File: src/rtl/button_pkg.sv
// Shared types and constants for the button_pulse block.
// FSM state encoding, synchronizer depth and a small elaboration helper.
// The BUTTON_PULSE_REPEAT_EN macro selects the auto-repeat FSM in
// button_pulse; this package is identical in both builds.
package button_pkg;

    // IDLE/DELAY/REPEAT are used with auto-repeat enabled, IDLE/HELD without it.
    typedef enum logic [1:0] {
        IDLE   = 2'd0,
        DELAY  = 2'd1,
        REPEAT = 2'd2,
        HELD   = 2'd3
    } button_state_e;

    // Number of flops between the raw pin and the debounce logic.
    localparam int sync_stages_lp = 2;

    // Larger of two integers, used to size the repeat timer at elaboration.
    function automatic int max_int(input int a, input int b);
        return (a > b) ? a : b;
    endfunction

endpackage

File: src/rtl/button_pulse_if.sv
// Signal bundle between one pushbutton conditioner and its consumer.
// btn_i is the raw pin level; level_o and pulse_o are registered results;
// state_o exposes the press FSM for observation. There is no handshake:
// pulse_o is a one-cycle strobe that the consumer must sample every cycle,
// and level_o is a steady level that may be sampled at any time.
interface button_pulse_if;
    import button_pkg::*;

    logic          btn_i;
    logic          level_o;
    logic          pulse_o;
    button_state_e state_o;

    // Consumer side: drives the button, observes the results.
    modport master (
        output btn_i,
        input  level_o,
        input  pulse_o,
        input  state_o
    );

    // Conditioner side.
    modport slave (
        input  btn_i,
        output level_o,
        output pulse_o,
        output state_o
    );

endinterface

File: src/rtl/button_sync.sv
// Multi-flop synchronizer for one asynchronous input bit.
// Depth comes from button_pkg::sync_stages_lp; all stages reset to 0.
module button_sync
    import button_pkg::*;
(
    input  logic clk_i,
    input  logic reset_n_i,
    input  logic d_i,
    output logic q_o
);

    logic [sync_stages_lp-1:0] stages_r;

    // Shift the raw level through the stages; stage 0 may go metastable.
    always_ff @(posedge clk_i or negedge reset_n_i) begin
        if (!reset_n_i) begin
            stages_r <= '0;
        end else begin
            stages_r <= {stages_r[sync_stages_lp-2:0], d_i};
        end
    end

    assign q_o = stages_r[sync_stages_lp-1];

endmodule

File: src/rtl/button_pulse.sv
// Pushbutton conditioner: synchronizer -> debounce counter -> press FSM ->
// registered single-cycle pulse. One instance per button.
// Build option: define BUTTON_PULSE_REPEAT_EN for press-and-hold
// auto-repeat (IDLE/DELAY/REPEAT with a repeat timer). Without it the FSM
// is IDLE/HELD, one pulse per press, and the repeat_* parameters are unused.
module button_pulse
    import button_pkg::*;
#(
    parameter int debounce_cycles_p = 1000000,
    parameter int repeat_delay_p    = 50000000,
    parameter int repeat_period_p   = 10000000
) (
    input  logic          clk_i,
    input  logic          reset_n_i,
    button_pulse_if.slave bus
);

    // Reject nonsensical configurations at elaboration.
    if (debounce_cycles_p < 1 || repeat_delay_p < 1 || repeat_period_p < 1) begin : g_bad_params
        $error("button_pulse: all cycle-count parameters must be >= 1");
    end

    // ------------------------------------------------------------------
    // Synchronizer
    // ------------------------------------------------------------------
    logic sync_r;

    button_sync u_sync (
        .clk_i     (clk_i),
        .reset_n_i (reset_n_i),
        .d_i       (bus.btn_i),
        .q_o       (sync_r)
    );

    // ------------------------------------------------------------------
    // Debounce
    // ------------------------------------------------------------------
    localparam int deb_w_lp = $clog2(debounce_cycles_p + 1);
    localparam logic [deb_w_lp-1:0] deb_last_lp = deb_w_lp'(debounce_cycles_p - 1);

    logic [deb_w_lp-1:0] deb_cnt_r;
    logic                level_r;
    logic                level_d;
    logic                level_differs;
    logic                deb_done;
    logic                level_rise;

    assign level_differs = (sync_r != level_r);
    assign deb_done      = level_differs && (deb_cnt_r == deb_last_lp);

    // Value level_r takes on the coming edge; the FSM reacts to it so the
    // first pulse leaves on the same edge as the debounced level.
    always_comb begin
        level_d = level_r;
        if (deb_done) begin
            level_d = ~level_r;
        end
    end

    assign level_rise = level_d && !level_r;

    // Count consecutive disagreeing cycles; any agreeing cycle restarts.
    always_ff @(posedge clk_i or negedge reset_n_i) begin
        if (!reset_n_i) begin
            deb_cnt_r <= '0;
            level_r   <= 1'b0;
        end else if (!level_differs) begin
            deb_cnt_r <= '0;
        end else if (deb_done) begin
            deb_cnt_r <= '0;
            level_r   <= ~level_r;
        end else begin
            deb_cnt_r <= deb_cnt_r + 1'b1;
        end
    end

    // ------------------------------------------------------------------
    // Press FSM
    // ------------------------------------------------------------------
    button_state_e state_r;
    button_state_e state_d;
    logic          pulse_r;
    logic          pulse_d;

`ifdef BUTTON_PULSE_REPEAT_EN
    localparam int timer_span_lp = max_int(repeat_delay_p, repeat_period_p);
    localparam int timer_w_lp    = (timer_span_lp > 1) ? $clog2(timer_span_lp) : 1;
    localparam logic [timer_w_lp-1:0] delay_load_lp  = timer_w_lp'(repeat_delay_p - 1);
    localparam logic [timer_w_lp-1:0] period_load_lp = timer_w_lp'(repeat_period_p - 1);

    logic [timer_w_lp-1:0] timer_r;
    logic [timer_w_lp-1:0] timer_d;
    logic                  timer_zero;

    assign timer_zero = (timer_r == '0);
`endif

    // State, timer and pulse registers.
    always_ff @(posedge clk_i or negedge reset_n_i) begin
        if (!reset_n_i) begin
            state_r <= IDLE;
            pulse_r <= 1'b0;
`ifdef BUTTON_PULSE_REPEAT_EN
            timer_r <= '0;
`endif
        end else begin
            state_r <= state_d;
            pulse_r <= pulse_d;
`ifdef BUTTON_PULSE_REPEAT_EN
            timer_r <= timer_d;
`endif
        end
    end

    // Next state: a debounced release always returns to IDLE, and it takes
    // priority over a timer expiry on the same cycle.
    always_comb begin
        state_d = state_r;
        case (state_r)
`ifdef BUTTON_PULSE_REPEAT_EN
            IDLE: begin
                if (level_rise) begin
                    state_d = DELAY;
                end
            end
            DELAY: begin
                if (!level_d) begin
                    state_d = IDLE;
                end else if (timer_zero) begin
                    state_d = REPEAT;
                end
            end
            REPEAT: begin
                if (!level_d) begin
                    state_d = IDLE;
                end
            end
`else
            IDLE: begin
                if (level_rise) begin
                    state_d = HELD;
                end
            end
            HELD: begin
                if (!level_d) begin
                    state_d = IDLE;
                end
            end
`endif
            default: state_d = IDLE;
        endcase
    end

    // Outputs: pulse request and timer update. The timer counts down to 0
    // and is reloaded there, so it never wraps.
    always_comb begin
        pulse_d = 1'b0;
`ifdef BUTTON_PULSE_REPEAT_EN
        timer_d = timer_r;
`endif
        case (state_r)
`ifdef BUTTON_PULSE_REPEAT_EN
            IDLE: begin
                if (level_rise) begin
                    pulse_d = 1'b1;
                    timer_d = delay_load_lp;
                end
            end
            DELAY, REPEAT: begin
                if (level_d) begin
                    if (timer_zero) begin
                        pulse_d = 1'b1;
                        timer_d = period_load_lp;
                    end else begin
                        timer_d = timer_r - 1'b1;
                    end
                end
            end
`else
            IDLE: begin
                if (level_rise) begin
                    pulse_d = 1'b1;
                end
            end
`endif
            default: ;
        endcase
    end

    assign bus.level_o = level_r;
    assign bus.pulse_o = pulse_r;
    assign bus.state_o = state_r;

endmodule

File: src/flat_wrapper.sv
// flat-port wrapper written by rule: the top's interface ports become plain ports
module button_pulse_flat import button_pkg::*;
#(
    parameter int debounce_cycles_p = 1000000,
    parameter int repeat_delay_p    = 50000000,
    parameter int repeat_period_p   = 10000000
)
  (clk_i, reset_n_i, bus_btn_i, bus_level_o, bus_pulse_o, bus_state_o);
  button_pulse_if bus_i ();
  input  logic clk_i;
  input  logic reset_n_i;
  input wire logic [$bits(bus_i.btn_i)-1:0] bus_btn_i;
  output wire logic [$bits(bus_i.level_o)-1:0] bus_level_o;
  output wire logic [$bits(bus_i.pulse_o)-1:0] bus_pulse_o;
  output wire logic [$bits(bus_i.state_o)-1:0] bus_state_o;
  assign bus_i.btn_i = bus_btn_i;
  assign bus_level_o = bus_i.level_o;
  assign bus_pulse_o = bus_i.pulse_o;
  assign bus_state_o = bus_i.state_o;
  button_pulse #(.debounce_cycles_p(debounce_cycles_p), .repeat_delay_p(repeat_delay_p), .repeat_period_p(repeat_period_p)) u_core (.clk_i(clk_i), .reset_n_i(reset_n_i), .bus(bus_i));
endmodule
File: config.mk
export PLATFORM = sky130hd
export DESIGN_NAME = button_pulse_flat
export DESIGN_NICKNAME = d
export VERILOG_FILES = /design/src/rtl/button_pkg.sv /design/src/rtl/button_pulse_if.sv /design/src/rtl/button_sync.sv /design/src/rtl/button_pulse.sv /design/src/flat_wrapper.sv
export SDC_FILE = /design/constraint.sdc
export NUM_CORES = 1
export LEC_CHECK = 0
export BUFFER_PORTS_ARGS = -buffer_cell sky130_fd_sc_hd__buf_4
export CORE_UTILIZATION = 35
export DETAILED_ROUTE_END_ITERATION = 16
export PLACE_DENSITY = 0.55
export SLEW_MARGIN = 20
export SYNTH_ARGS = -nofsm -noshare
export SYNTH_HDL_FRONTEND = slang
export SYNTH_HIERARCHICAL = 1
export SYNTH_SLANG_ARGS = --single-unit
export TNS_END_PERCENT = 20
File: constraint.sdc
create_clock -name clk_i -period 1.87 [get_ports clk_i]
set_input_delay 0.187 -clock clk_i [delete_from_list [all_inputs] [get_ports clk_i]]
set_output_delay 0.187 -clock clk_i [all_outputs]
set_load 0.05 [all_outputs]
==> key figures, run 1 <==
Global routing
  – Met1 Usage GRT: between 15 and 20%
  – Pin count of the biggest net entering global routing: 26
  – Remaining Overflow, GRT: 0
  – Vias in the first global route: about 870
  – Most Used Layer, Global Route: met2
  – Gr usage total: 14.6%
  – Initial antenna violation count: 0
  – Met3 Usage GRT: 3.84%
  – Met2 Use GR: 24.8%
  – First-pass GRT wire length: between 3 and 4 mm

Logic synthesis
  – Most frequent cell after synthesis: dfrtp_1
  – EDFF count, synth: 0
  – Post-synth top cells: dfrtp_1 (25), nor2_1 (16), xnor2_1 (9), a21oi_1 (7), nand2_1 (7)
  – Post-synthesis instance area: 1200 sq um
  – Synth Area per Inst: roughly 10 sq um
  – Syn nets: 126
  – Xor and xnor area share after synthesis: 9.45%
  – Largest family of logic cells by synthesized area: simple AND/OR/NAND/NOR gates
  – Sequential fraction of the synthesis area: 51.9%
  – Post-synthesis async set-or-reset flop share: 100%
  – Post-synthesis mux area share: less than 1%
  – Synth warn: 6
  – Post-synthesis compound-gate area fraction: under 10%
  – Synth Instances: 121
  – Synth Flop Type: dfrtp_1
  – Synth Area in Simple Gates: about a quarter
  – Yosys top cell area share: between 50% and 60%
  – Synth area leader: dfrtp_1
  – Synth Area in Adders: ~2.1%
  – Synth top area cells: dfrtp_1 (52%), xnor2_1 (6.5%), nor2_1 (5.0%)
  – Register bit total from synthesis: 25
  – Synth cell types: 29

Placement
  – PortBufs: 6
  – Detailed placement HPWL: around 1.6 mm
  – Pre-CTS WS: around 0.034 ns
  – Placer Congestion: between 0.8 and 0.9

Clock tree
  – Clk_lat worst skew: between 0.3 and 0.4 ns
  – CTS Buffer Depth: 2
  – Postcts setup bufs: 0
  – CTS tree: done
  – Clock-pin slew on the worst setup and hold paths: 0.13 ns
  – Clk sinks: 25
  – H-Tree Level Count: 1
  – CTS root buffer: clkbuf_4
  – Total CTS buffers: 3

Setup path
  – CP Cell Sequence: nand3_1 -> or4_4 -> or3_1 -> a21oi_1
  – Worst EP required: 2.12 ns
  – Top Family by Delay on Critical Path: simple AND/OR/NAND/NOR gates
  – CP peak stage delay: approximately 0.6 ns
  – Startpoint Class: flop
  – CP Max Fanout: 8
  – Slowest cell on crit path: or4_4
  – Worst setup path category: flop to flop
  – Worst r2r dst: u_core/deb_cnt_r[19]
  – R2R depth: 4
  – R2R setup slack: approximately 0.12 ns
  – Worst Path Arrival: 1.99 ns
  – Worst flop-to-flop path startpoint: u_core/deb_cnt_r[8]
  – Worst Path Buf+Inv: 0
  – Crit end category: flop

Pwr
  – Switching part of the total: 22.2%
  – Worst vdd ir: around 0.36 mV
  – Power Total: about 830 uW
  – Power Density: 591 nW/um^2
  – Combinational Power Share: 4.7%
  – Clk pwr share: ~29%
  – Psw: between 150 and 200 uW
  – Leakage: a little under 0.0006 uW
  – Cell internal pwr: 646 uW
  – Sequential share of power: 66.8%

STA
  – Post-route minimum period: approximately 1.7 ns
  – Hold Slack: 0.289 ns
  – Final hold violation count: 0
  – Worst Setup Slack, final: 0.124 ns
  – Fin. max-slew vios: 0
  – Worst-Margin Slew: 0.381 ns
  – Max frequency: 573 MHz
  – Final setup TNS: 0 ns
  – Final worst-path cycle share: 93.4%
  – Finish-stage setup viols: 0
  – Slew HR: between 70% and 80%
  – Clk_skew: 0.00419 ns

Finish
  – Share of layout cells above drive strength 1: ~18%
  – Nets: roughly 140
  – # diodes: 0
  – Final core utilization: 44.5%
  – Area Growth Syn to Fin: 16.5%

Die
  – Row Count: 20
  – Total core area: 3150 sq um
  – Top Ports: 7
  – Initial Utilization: between 30% and 40%
  – Die area: 3680 sq um
  – DIE WIDTH: slightly above 60 um
  – Die height: between 60 and 70 um

Routing
  – Via count: a little over 900
  – DRC viols: 0
  – Total wire length: between 2 and 2.5 mm
  – Routed len/inst: 12.3 um
  – DR vias/cell: 5.08
  – Final antenna-violating net count: 0
  – First-pass DRT Iterations: 4
  – Starting DRT DRC Count: 28

Run status
  – Status: finished clean

Min path
  – Min-delay worst type: primary input to async pin

Job
  – Maxcap violations: 0
area by class of cell:
| cell class | count | area (sq um) |
|---|---|---|
| Clock buffer | 4 | 26.3 |
| Fill cell | 340 | 1750 |
| Inverter | 6 | 22.5 |
| Multi-Input combinational cell | 85 | 548 |
| Sequential cell | 25 | 627 |
| Tap cell | 44 | 55.1 |
| Timing Repair Buffer | 16 | 125 |
worst max-delay path by stage:
stage                                    from                    end  slack, ns  cells after the start
after detailed placement  u_core/deb_cnt_r[3]   u_core/deb_cnt_r[19]       0.03                      4
after global routing      u_core/deb_cnt_r[0]  u_core/bus.state_o[0]     -0.001                      6
after CTS                 u_core/deb_cnt_r[4]   u_core/deb_cnt_r[19]       0.02                      4
after floorplan           u_core/deb_cnt_r[3]   u_core/deb_cnt_r[15]       0.11                      5
final                     u_core/deb_cnt_r[8]   u_core/deb_cnt_r[19]       0.12                      4
after global placement    u_core/deb_cnt_r[3]   u_core/deb_cnt_r[19]       0.07                      4
through the flow:
| step | area [sq um] | cells |
|---|---|---|
| global placement | 1350 | 174 |
| floorplan | 1200 | 121 |
| CTS | 1390 | 180 |
| global route | 1400 | 180 |
| finish | 1400 | 180 |
| detailed placement | 1350 | 174 |
kinds of logic after synthesis:
family                   count (synthesis)
AO/OA/AOI/OAI                           14
AND/OR/NAND/NOR                         55
buffers and inverters                   11
adder cells (fa/ha/maj)                  2
flip-flops                              25
multiplexers                             1
XOR/XNOR                                13
placed cells by master (no fill, tap or decap), drive strengths merged:
cell type,n
a21bo,1
a21oi,7
a31o,1
and2,1
and3,3
and4,1
buf,14
clkbuf,4
dfrtp,25
dlygate4sd3,2
ha,2
inv,6
mux2,1
nand2,7
nand3,4
nand3b,1
nand4,6
nor2,16
nor2b,1
nor3,4
nor4,4
nor4b,2
o21ai,4
o31ai,1
or3,4
or4,1
xnor2,9
xor2,4
power by group through the flow:
stage          clock [uW]  sequential, uW  combinational, uW
6_report              237             554               38.6
5_1_grt               269             557               44.7
3_3_place_gp            0             564               36.5
2_1_floorplan           0             563               16.0
3_5_place_dp            0             565               36.3
4_1_cts               251             554               39.9
layer usage:
metal  vias up  wire length [um]
li1        450                 -
met1       446              1070
met2        14              1040
met3         4                75
met4         0                35
met5         -                 0
state kept, by name, summed over array words and instances (netlist names), named ones only:
register / flops
u_core/u_sync/stages_r: 2
u_core/bus.state_o: 1
u_core/bus.pulse_o: 1
u_core/deb_cnt_r: 20
timing repair:
action,in CTS,in global routing
cloned,0,0
resized for setup,1,2
endpoints found under the setup margin,1,6
endpoints found under the hold margin,26,0
pin swaps,0,0
hold buffers,2,0
Power figures use the tool's default switching activity.
==> run 2: changes to the inputs <==
--- a/config.mk
+++ b/config.mk
@@ -10,4 +10,5 @@
 export DETAILED_ROUTE_END_ITERATION = 16
 export PLACE_DENSITY = 0.55
+export RECOVER_POWER = 50
 export SLEW_MARGIN = 20
 export SYNTH_ARGS = -nofsm -noshare
==> constraint.sdc (replaced) <==
create_clock -name clk_i -period 1.87 [get_ports clk_i]
set_input_delay 0.374 -clock clk_i [delete_from_list [all_inputs] [get_ports clk_i]]
set_output_delay 0.374 -clock clk_i [all_outputs]
set_load 0.05 [all_outputs]
==> key figures, run 2 (same netlist as run 1, synthesis figures left out) <==
STA
  – Final setup TNS: 0 ns (unchanged)
  – Max frequency: 573 MHz (about the same)
  – Fin. max-slew vios: 0 (unchanged)
  – Worst Setup Slack, final: 0.125 ns (+0.00139 ns)
  – Clk_skew: 0.00554 ns (+0.00135 ns)
  – Finish-stage setup viols: 0 (unchanged)
  – Post-route minimum period: 1.74 ns (-0.00139 ns)
  – Final worst-path cycle share: 93.3% (about the same)
  – Slew HR: 58.7% (-16 points)
  – Worst-Margin Slew: 0.620 ns (+0.239 ns)
  – Final hold violation count: 0 (unchanged)

Clock tree
  – H-Tree Level Count: 1 (unchanged)
  – Clock-pin slew on the worst setup and hold paths: 0.13 ns (about the same)
  – Total CTS buffers: 3 (unchanged)
  – CTS root buffer: clkbuf_4
  – Clk sinks: 25 (unchanged)
  – Clk_lat worst skew: 0.31 ns (about the same)
  – CTS tree: done
  – CTS Buffer Depth: 2 (unchanged)
  – Postcts setup bufs: 0 (unchanged)

Setup path
  – Worst flop-to-flop path startpoint: u_core/deb_cnt_r[8]
  – Worst Path Arrival: 2.00 ns (about the same)
  – R2R depth: 4 (unchanged)
  – CP Max Fanout: 8 (unchanged)
  – Worst EP required: 2.12 ns (about the same)
  – Crit end category: flop
  – CP Launch Point: u_core/deb_cnt_r[8]
  – Startpoint Class: flop
  – Worst setup path category: flop to flop

Min path
  – Hold Path Depth: 1
  – Hold path start: bus_btn_i
  – Min-delay worst type: primary input to flop

Placement
  – Placer Congestion: 0.814 (unchanged)
  – Detailed placement HPWL: 1.60 mm (unchanged)
  – DP Area: 1350 sq um (unchanged)
  – Pre-CTS WS: 0.0341 ns (unchanged)
  – PortBufs: 6 (unchanged)

Pwr
  – Worst vdd ir: 0.364 mV (+0.29%)
  – Sequential share of power: 66.8% (about the same)
  – Clk pwr share: 28.8% (+0.2 points)
  – Power Density: 596 nW/um^2 (+0.83%)
  – Psw: 186 uW (+0.83%)
  – Power Total: 829 uW (about the same)
  – Cell internal pwr: 644 uW (-0.33%)
  – Combinational Power Share: 4.4% (-0.3 points)
  – Switching part of the total: 22.4% (+0.20 points)
  – Leakage: 0.000586 uW (-0.85%)

Finish
  – Most frequent cells in the layout: dfrtp_1 (24), nor2_1 (16), buf_4 (12)
  – # diodes: 0 (unchanged)
  – Filler cell count: 342 (+0.59%)
  – Final core utilization: 44.1% (-0.40 points)
  – Share of layout cells above drive strength 1: 18.5% (+0.14 points)
  – Final instance area: 1390 sq um (-0.89%)
  – Most common cell after layout, fill and taps aside: dfrtp_1
  – Area Growth Syn to Fin: 15.5%
  – Nets: 141 (-0.70%)
  – Largest Register: u_core/deb_cnt_r
  – Top Registers: u_core/deb_cnt_r x20, u_core/u_sync/stages_r x2
  – Max FFs per register: 20 (unchanged)

Global routing
  – Remaining Overflow, GRT: 0 (unchanged)
  – Gr usage total: 14.6% (-0.045 points)
  – Pin count of the biggest net entering global routing: 26 (unchanged)
  – Met2 Use GR: 24.8% (unchanged)
  – Met1 Usage GRT: 18.4% (-0.14 points)
  – Met3 Usage GRT: 3.84% (unchanged)
  – Most Used Layer, Global Route: met2
  – Initial antenna violation count: 0 (unchanged)
  – First-pass GRT wire length: 3.95 mm (-0.35%)
  – Vias in the first global route: 868 (-0.34%)

Routing
  – DR vias/cell: 5.08 (about the same)
  – Final antenna-violating net count: 0 (unchanged)
  – First-pass DRT Iterations: 5 (+1)
  – Starting DRT DRC Count: 41 (+46%)
  – Routed len/inst: 12.5 um (+0.97%)
  – Total wire length: 2.23 mm (+0.41%)
  – DRC viols: 0 (unchanged)
  – Via count: 909 (-0.55%)

Die
  – Initial Utilization: 38.2% (unchanged)
  – Die area: 3680 sq um (unchanged)
  – Die height: 60.7 um (unchanged)
  – Row Count: 20 (unchanged)
  – Top Ports: 7 (unchanged)
  – Total core area: 3150 sq um (unchanged)
  – DIE WIDTH: 60.7 um (unchanged)

Job
  – Maxcap violations: 0 (unchanged)

Run status
  – Status: finished clean
-- run 2: changes by cell type in the layout (fill, tap and decap cells not counted), sizes merged --
| cell | previous run | this run |
|---|---|---|
| buf | 14 | 12 |
| clkbuf | 4 | 6 |
| dlygate4sd3 | 2 | 1 |
-- run 2: power by group through the flow --
stage               Clock [uW]  Combinational, uW  Sequential [uW]
finish                     239               36.1              554
global route               269               42.2              557
CTS                        251               38.3              554
detailed placement           0               36.3              565
global placement             0               36.5              564
floorplan                    0               16.0              563
-- run 2: worst max-delay path: stages (launching register included) --
cell and delay, ns:
dfrtp_1 0.44, nand3_1 0.13, or4_4 0.60, or3_1 0.36, a21oi_1 0.15
-- run 2: layout make-up --
type / instances / area [sq um] / area share, %
Multi-Input combinational cell: 85 / 548 / 39.4
Timing Repair Buffer: 15 / 113 / 8.09
Tap cell: 44 / 55.1 / 3.96
Inverter: 6 / 22.5 / 1.62
Sequential cell: 25 / 627 / 45.1
Clock buffer: 4 / 26.3 / 1.89
-- run 2: metrics by stage --
step	hold slack, ns	instances
floorplan	0.0784	121
global placement	0.297	174
detailed placement	0.296	174
CTS	0.146	179
global route	0.160	179
finish	0.183	179
-- run 2: path summary, 6_finish.rpt --
check | end | slack (ns)
setup / recovery | u_core/deb_cnt_r[19] | 0.13
hold / removal | u_core/u_sync/stages_r[0] | 0.18
setup reg to reg | u_core/deb_cnt_r[19] | 0.13
hold reg to reg | u_core/u_sync/stages_r[1] | 0.36
max in group asynchronous | u_core/deb_cnt_r[3] | 0.84
min in group asynchronous | u_core/deb_cnt_r[13] | 0.58
-- run 2: per-layer routing --
layer | part of all wire [%] | vias to the layer above
met5 | 0 | -
met4 | 1.5 | 0
met3 | 2.8 | 4
met2 | 47 | 13
met1 | 48 | 446
li1 | - | 446
-- run 2: what timing repair did --
| item | CTS | global route |
|---|---|---|
| hold buffers | 1 | 0 |
| setup endpoints to repair | 1 | 6 |
| endpoints found under the hold margin | 25 | 0 |
| gates resized for setup | 1 | 2 |
